[src/rtl/fifo_drain_ser.sv]
// ---------------------------------------------------------------------------
// fifo_drain_ser
//   Read-side companion for the byte FIFO. Pops one byte per frame through a
//   one-cycle read strobe and shifts it out MSB first. Every frame carries a
//   valid strobe and a start-of-frame marker on the first bit. Optional
//   trailing even-parity bit, then a programmable idle gap.
//
// Configuration macro:
//   PARITY_EN  when defined, a one-cycle parity bit follows the data bits.
//
// Parameters:
//   DATA_W      byte width (>= 2)
//   GAP_CYCLES  idle cycles after each frame (0 = no gap)
//
// Ports:
//   i_clk         system clock, rising edge
//   i_rst_n       asynchronous active-low reset
//   i_en          drain enable, sampled only in IDLE
//   i_fifo_empty  upstream FIFO empty flag, sampled only in IDLE
//   i_fifo_data   upstream FIFO read data, valid the cycle after o_fifo_rd
//   o_fifo_rd     one-cycle read strobe per byte
//   o_sdo         serial data
//   o_sdo_valid   high while o_sdo carries a data or parity bit
//   o_sof         high with the MSB of each frame
//   o_busy        high in every state except IDLE
//   o_byte_cnt    frames transmitted, wraps silently at 16 bits
// ---------------------------------------------------------------------------
`timescale 1ns / 1ps

module fifo_drain_ser #(
  parameter int unsigned DATA_W     = 8,
  parameter int unsigned GAP_CYCLES = 2
) (
  input  logic              i_clk,
  input  logic              i_rst_n,
  input  logic              i_en,
  input  logic              i_fifo_empty,
  input  logic [DATA_W-1:0] i_fifo_data,
  output logic              o_fifo_rd,
  output logic              o_sdo,
  output logic              o_sdo_valid,
  output logic              o_sof,
  output logic              o_busy,
  output logic [15:0]       o_byte_cnt
);

  localparam int unsigned CntW = $clog2(DATA_W);
  localparam int unsigned GapW = (GAP_CYCLES > 1) ? $clog2(GAP_CYCLES) : 1;
  localparam logic [CntW-1:0] BitLast = CntW'(DATA_W - 1);
  localparam logic [GapW-1:0] GapLast = GapW'((GAP_CYCLES > 0) ? (GAP_CYCLES - 1) : 0);

  typedef enum logic [2:0] {
    StIdle,
    StReq,
    StCapture,
    StShift,
`ifdef PARITY_EN
    StPar,
`endif
    StGap
  } state_e;

  state_e            r_state;
  state_e            w_state_d;
  logic [DATA_W-1:0] r_shift;
  logic [DATA_W-1:0] w_shift_d;
  logic [CntW-1:0]   r_bit_cnt;
  logic [GapW-1:0]   r_gap_cnt;
  logic              w_frame_done;
  logic              w_fifo_rd_d;
  logic              w_sdo_d;
  logic              w_sdo_valid_d;
  logic              w_sof_d;
  logic              w_busy_d;
`ifdef PARITY_EN
  logic              r_par;
`endif

  // State register
  always_ff @(posedge i_clk or negedge i_rst_n) begin
    if (!i_rst_n) begin
      r_state <= StIdle;
    end else begin
      r_state <= w_state_d;
    end
  end

  // Next-state logic
  always_comb begin
    w_state_d = r_state;
    case (r_state)
      StIdle: begin
        if (i_en && !i_fifo_empty) begin
          w_state_d = StReq;
        end
      end
      StReq:     w_state_d = StCapture;
      StCapture: w_state_d = StShift;
      StShift: begin
        if (r_bit_cnt == BitLast) begin
`ifdef PARITY_EN
          w_state_d = StPar;
`else
          w_state_d = (GAP_CYCLES == 0) ? StIdle : StGap;
`endif
        end
      end
`ifdef PARITY_EN
      StPar:     w_state_d = (GAP_CYCLES == 0) ? StIdle : StGap;
`endif
      StGap: begin
        if (r_gap_cnt == GapLast) begin
          w_state_d = StIdle;
        end
      end
      default:   w_state_d = StIdle;
    endcase
  end

  // Shift register next value: its MSB is always the bit on o_sdo during SHIFT
  always_comb begin
    w_shift_d = r_shift;
    if (r_state == StCapture) begin
      w_shift_d = i_fifo_data;
    end else if (r_state == StShift) begin
      w_shift_d = {r_shift[DATA_W-2:0], 1'b0};
    end
  end

  // Last bit of the frame is being driven this cycle
`ifdef PARITY_EN
  assign w_frame_done = (r_state == StPar);
`else
  assign w_frame_done = (r_state == StShift) && (r_bit_cnt == BitLast);
`endif

  // Output logic: computed from the next state so every output is a flop
  always_comb begin
    w_fifo_rd_d   = (w_state_d == StReq);
    w_busy_d      = (w_state_d != StIdle);
    w_sof_d       = (r_state == StCapture);
    w_sdo_valid_d = (w_state_d == StShift);
    w_sdo_d       = 1'b0;
    if (w_state_d == StShift) begin
      w_sdo_d = w_shift_d[DATA_W-1];
    end
`ifdef PARITY_EN
    if (w_state_d == StPar) begin
      w_sdo_valid_d = 1'b1;
      w_sdo_d       = r_par;
    end
`endif
  end

  // Output registers
  always_ff @(posedge i_clk or negedge i_rst_n) begin
    if (!i_rst_n) begin
      o_fifo_rd   <= 1'b0;
      o_sdo       <= 1'b0;
      o_sdo_valid <= 1'b0;
      o_sof       <= 1'b0;
      o_busy      <= 1'b0;
    end else begin
      o_fifo_rd   <= w_fifo_rd_d;
      o_sdo       <= w_sdo_d;
      o_sdo_valid <= w_sdo_valid_d;
      o_sof       <= w_sof_d;
      o_busy      <= w_busy_d;
    end
  end

  // Datapath: shift register, bit/gap counters, frame counter
  always_ff @(posedge i_clk or negedge i_rst_n) begin
    if (!i_rst_n) begin
      r_shift    <= '0;
      r_bit_cnt  <= '0;
      r_gap_cnt  <= '0;
      o_byte_cnt <= '0;
    end else begin
      r_shift <= w_shift_d;
      if (r_state == StShift) begin
        r_bit_cnt <= r_bit_cnt + 1'b1;
      end else begin
        r_bit_cnt <= '0;
      end
      if (r_state == StGap) begin
        r_gap_cnt <= r_gap_cnt + 1'b1;
      end else begin
        r_gap_cnt <= '0;
      end
      if (w_frame_done) begin
        o_byte_cnt <= o_byte_cnt + 16'd1;
      end
    end
  end

`ifdef PARITY_EN
  // Even parity of the captured byte
  always_ff @(posedge i_clk or negedge i_rst_n) begin
    if (!i_rst_n) begin
      r_par <= 1'b0;
    end else if (r_state == StCapture) begin
      r_par <= ^i_fifo_data;
    end
  end
`endif

endmodule

[config.mk]
export PLATFORM = sky130hd
export DESIGN_NAME = fifo_drain_ser
export DESIGN_NICKNAME = d
export VERILOG_FILES = /design/src/rtl/fifo_drain_ser.sv
export SDC_FILE = /design/constraint.sdc
export NUM_CORES = 1
export LEC_CHECK = 0
export ABC_AREA = 1
export CAP_MARGIN = 10
export CORE_ASPECT_RATIO = 1.1
export CORE_MARGIN = 5
export CORE_UTILIZATION = 45
export CTS_BUF_LIST = sky130_fd_sc_hd__clkbuf_2
export CTS_CLUSTER_DIAMETER = 80
export CTS_CLUSTER_SIZE = 14
export DETAILED_ROUTE_END_ITERATION = 12
export DONT_BUFFER_PORTS = 1
export SLEW_MARGIN = 20
export SYNTH_ARGS = -nofsm -noshare
export SYNTH_HDL_FRONTEND = slang
export SYNTH_SLANG_ARGS = --single-unit
[constraint.sdc]
create_clock -name i_clk -period 1.52 [get_ports i_clk]
set_input_delay 0.076 -clock i_clk [delete_from_list [all_inputs] [get_ports i_clk]]
set_output_delay 0.076 -clock i_clk [all_outputs]
set_load 0.05 [all_outputs]
---- Yosys cells after proc, flatten, opt, wreduce, memory -nomap -nowiden ----
Cells that the tools add are included.
word-level totals
  flip-flop bits (word level) ............. 36
  latch bits .............................. 0
  RAM bits ................................ 0
  bits in read-only memories .............. 0
  input port bits ......................... 12
  output and inout bits ................... 21
  logic and storage cells ................. 36
  memories ................................ 0
cells by class
  $add $sub $neg .......................... 3
  multiply operators ...................... 0
  div/mod/pow operators ................... 0
  $lt $le $gt $ge ......................... 0
  equal/unequal tests ..................... 7
  shifts and indexed selects .............. 0
  multiplexer cells ....................... 9
  bitwise operators ....................... 0
  reduce and logical (&&, ||, !) cells .... 6
operators by type and width
  kind                   number
  $add 16x1->16 const B  1
  $mux 8                 2
  $pmux 3 s5             1
  $mux 3                 4
  $eq 3x2->1 const B     3
  $eq 3x1->1 const B     2
  $eq 3x3->1 const B     2
  $add 3x1->3 const B    1
  $logic_not 3->1        1
  $reduce_bool 3->1      1
  $logic_and 1x1->1      2
  $mux 1                 2
  $reduce_bool 2->1      1
  $add 1x1->1 const B    1
  $logic_not 1->1        1

---- Longest topological paths before layout ----
  depth in word-level cells ............... 6
  mapped depth ............................ 10
  depth with buffers taken out ............ 10

---- Least setup slack after synthesis ----
No wires, ideal clock.
  path type ............................... reg2reg
  start ................................... register o_byte_cnt[0]
  end ..................................... register o_byte_cnt[14]
  library setup time ...................... 113 ps
  data arrival time ....................... 1613 ps
  data required time ...................... 1407 ps
  setup slack ............................. -206 ps
  stages on the path, launching flop included .. 9
  buffers on the path ..................... 0
  clock period less this slack ............ 1726 ps
  path through ............................ dfrtp_1 ha_1 inv_1 nor2_1 nand3_4 nor2_4 nand3_1 nand2_1 inv_1
on the way
  word-level cells in the longest chain between the ends .. 1
RTL lines
  item                    line  text
  from (decl)             44    output logic [15:0] o_byte_cnt
  from (signal assigned)  192   o_byte_cnt <= o_byte_cnt + 16'd1;
  $add 16x1->16           192
Every way passes these cells.
A chain may end at the register's enable or synchronous reset.

---- Worst setup path after layout ----
  start ................................... register r_bit_cnt[0]
  end ..................................... register o_byte_cnt[14]
on the way
  word-level cells in the longest chain between the ends .. 2
RTL lines
  item                    line  text
  from (decl)             67    logic [CntW-1:0] r_bit_cnt;
  from (signal assigned)  182   r_bit_cnt <= r_bit_cnt + 1'b1;
  $eq 3x3->1              134   assign w_frame_done = (r_state == StShift) && (r_bit_cnt == BitLast);
  $logic_and 1x1->1       134
Every way passes these cells.

==> flow_summary.yaml <==
logic_synthesis:
  synthesis.nets: 198
  synth_top_area_share: 0.539
  syn_inst: 183
  yosysWarnings: 0
  synth.avg_cell_area_um2: 9.14
  synth_area_leaders: "dfrtp_1 (54%), nand2_1 (11%), inv_1 (5.2%)"
  synth.most_common_cell: "nand2_1"
  synth_mux_area_frac: 0
  synth_cell_types: 22
  synth_area_mm2: 0.00167
  yosysTopAreaCell: "dfrtp_1"
  yosys.area_share.simple: 0.299
  synth-main-ff-cell: "dfrtp_1"
  synthAdderAreaFrac: 0.0224
  synth_top_family_by_area: "simple AND/OR/NAND/NOR gates"
  synth-edff-count: 0
  yosysSeqAreaShare: 0.539
  ys_async_sr_fraction: 1.00
  synth.ff_latch_count: 36
  synth_xor_area_frac: 0.0576
  synth-compound-area-share: 0.0150
  synth_common_cells: "nand2_1 (50), dfrtp_1 (36), inv_1 (23)"
placed_design:
  place_area_mm2: 0.00186
  io_buffers: 0
  hpwl_mm: 2.42
  place.gp.congestion: 0.803
  place_ws_ps: -6.46
  dp.cells: 249
setup_path:
  startpoint_type: "flip-flop"
  cp.arrival_ps: 1790
  cp-end-kind: "flip-flop"
  required_ps: 1850
  crit_chain: "ha_2 -> ha_4 -> nand2_4 -> nor2_8 -> nand3_4 -> nor2_4 -> nand3_2 -> nand2_1 -> inv_1"
  slowest_delay_ps: 400
  worst_path_max_delay_cell: "dfrtp_1"
  crit_family: "simple AND/OR/NAND/NOR gates"
  path_class: "flip-flop to flip-flop"
  crit_fanout: 5
  crit_buf_inv: 1
route:
  first_iter_violations: 39
  met3WireLength_um: 174
  drc_errors: 0
  via_per_inst: 4.73
  met1_length_mm: 1.37
  wirelength_mm: 3.29
  top_layer: "met4"
  wl_per_cell_um: 12.2
  dr_wl_met2_mm: 1.70
  via_count: 1276
  drtPass1Iterations: 6
  detail-route-antenna-nets: 0
sta:
  hold_violations: 0
  min_period_ps: 1460
  finalSetupTns_ps: 0
  slew_violations: 0
  worst_slew_pin_slew_ps: 454
  min_period_over_period: 0.962
  setup_viol: 0
  fin_ws_ps: 57.9
  slew-limit-headroom: 0.697
  fmax_mhz: 684
  rsz0062_at_grt: "yes"
  fin_skew_ps: 20.5
final_layout:
  antenna_cells: 0
  syn_to_final_growth_pct: 24.2
  fill_cells: 337
  layout-drive-gt1-share: 0.250
  fin_nets: 234
  final_cell_count_no_fill: 270
  final_area_mm2: 0.00208
cts:
  clk_pin_slew_ps: 200
  cts_made_buffers: 5
  clk-insertion-delay-late_ps: 400
  clock-root-buffer: "clkbuf_2"
  htree_num_levels: 2
  clock_sink_count: 36
  cts_tree: "yes"
  clockBufferDepth: 2
global_route:
  grt_overflow: 0
  grt_max_degree: 37
  grt_pass1_wl_mm: 5.46
  grtUsageTotal: 0.145
  antenna_found_initial: 0
  grt_pass1_vias: 1247
run_status:
  status: "finished, final reports clean"
floorplan:
  dieHeight_um: 73.9
  start_util: 0.461
  die_x_um: 68.1
  num_io_pins: 33
  dieArea_mm2: 0.00504
  rows: 23
  core-area_mm2: 0.00363
power_and_ir_drop:
  p_leak_nw: 1.04
  power_density_mw_per_mm2: 1300
  ir_worst_vdd_mv: 0.498
min_path:
  hold_path_class: "primary input to async pin"
run:
  drv_cap: 0
[cell families (layout without fill, tap and decap cells)]
kind of cell | after synthesis | after routing
buf+inv | 28 | 65
flops | 36 | 36
xor+xnor | 11 | 11
compound gates | 4 | 4
fa+ha+maj | 3 | 3
simple gates | 101 | 101
[power by group]
part | switching [mW] | internal, mW
Clock | 0.338 | 0.111
Sequential | 0.228 | 1.16
Combinational | 0.562 | 0.305
Total | 1.13 | 1.58
[flip-flops by register name, summed over array words and instances (netlist names)]
| name | cells |
|---|---|
| o_sdo_valid | 1 |
| r_bit_cnt | 3 |
| r_gap_cnt | 1 |
| o_sof | 1 |
| o_byte_cnt | 16 |
| r_shift | 8 |
| o_fifo_rd | 1 |
| r_state | 3 |
| o_busy | 1 |
| o_sdo | 1 |
[metrics by stage]
stage          power (mW)   util  hold WS, ps
6_report             2.71  0.573         89.1
5_1_grt              2.91  0.573         62.4
4_1_cts              2.70  0.561         74.0
3_5_place_dp         2.21  0.513         -219
3_3_place_gp         2.18  0.513         -219
2_1_floorplan        2.02      -         -220
[layout make-up]
| type | count | area, um2 | share of cell area |
|---|---|---|---|
| multi-input combinational | 119 | 699 | 0.337 |
| tap | 50 | 62.6 | 0.0301 |
| clock buffer | 5 | 25.0 | 0.0120 |
| clock inverter | 3 | 18.8 | 0.00903 |
| sequential | 36 | 906 | 0.436 |
| inverter | 27 | 101 | 0.0488 |
| timing repair buffer | 30 | 265 | 0.128 |
[worst register-to-register path: stages (launching register included)]
cell,delay (ps)
dfrtp_1,400
ha_2,200
ha_4,140
nand2_4,70
nor2_8,170
nand3_4,120
nor2_4,150
nand3_2,60
nand2_1,60
inv_1,30
[final timing paths]
check	from	end	slack, ps	cells past startpoint
worst max-delay path	r_bit_cnt[0]	o_byte_cnt[14]	60	9
worst min-delay path	i_rst_n	r_shift[4]	90	2
worst max register to register	r_bit_cnt[0]	o_byte_cnt[14]	60	9
worst min register to register	r_gap_cnt	r_gap_cnt	440	1
max in group asynchronous	i_rst_n	o_byte_cnt[0]	1220	2
min in group i_clk	i_fifo_empty	o_fifo_rd	300	2
[repair_timing]
action                     in CTS  in global routing
pin swaps                       1                  5
gates cloned                    0                  0
setup buffers                   0                  1
setup endpoints to repair       3                  9
hold endpoints to repair       48                  0
resized for setup               0                  8
hold buffers                   12                  0
[layout by cell type (no fill, tap or decap), types with 4 or more instances in the layout]
cell type	count
nand4_1	4
dlygate4sd3_1	11
nor2_4	4
inv_2	4
xor2_1	8
inv_1	23
nand3_1	12
nor2_2	6
nor2_1	15
dfrtp_1	32
dfrtp_2	4
buf_4	18
nand2_1	50
clkbuf_2	5
[layer usage]
metal | up-vias | track usage
li1 | 634 | -
met1 | 607 | 0.164
met2 | 29 | 0.253
met3 | 6 | 0.0453
met4 | 0 | 0.0596
met5 | - | 0
No activity file was read; power rests on OpenSTA's default activity.
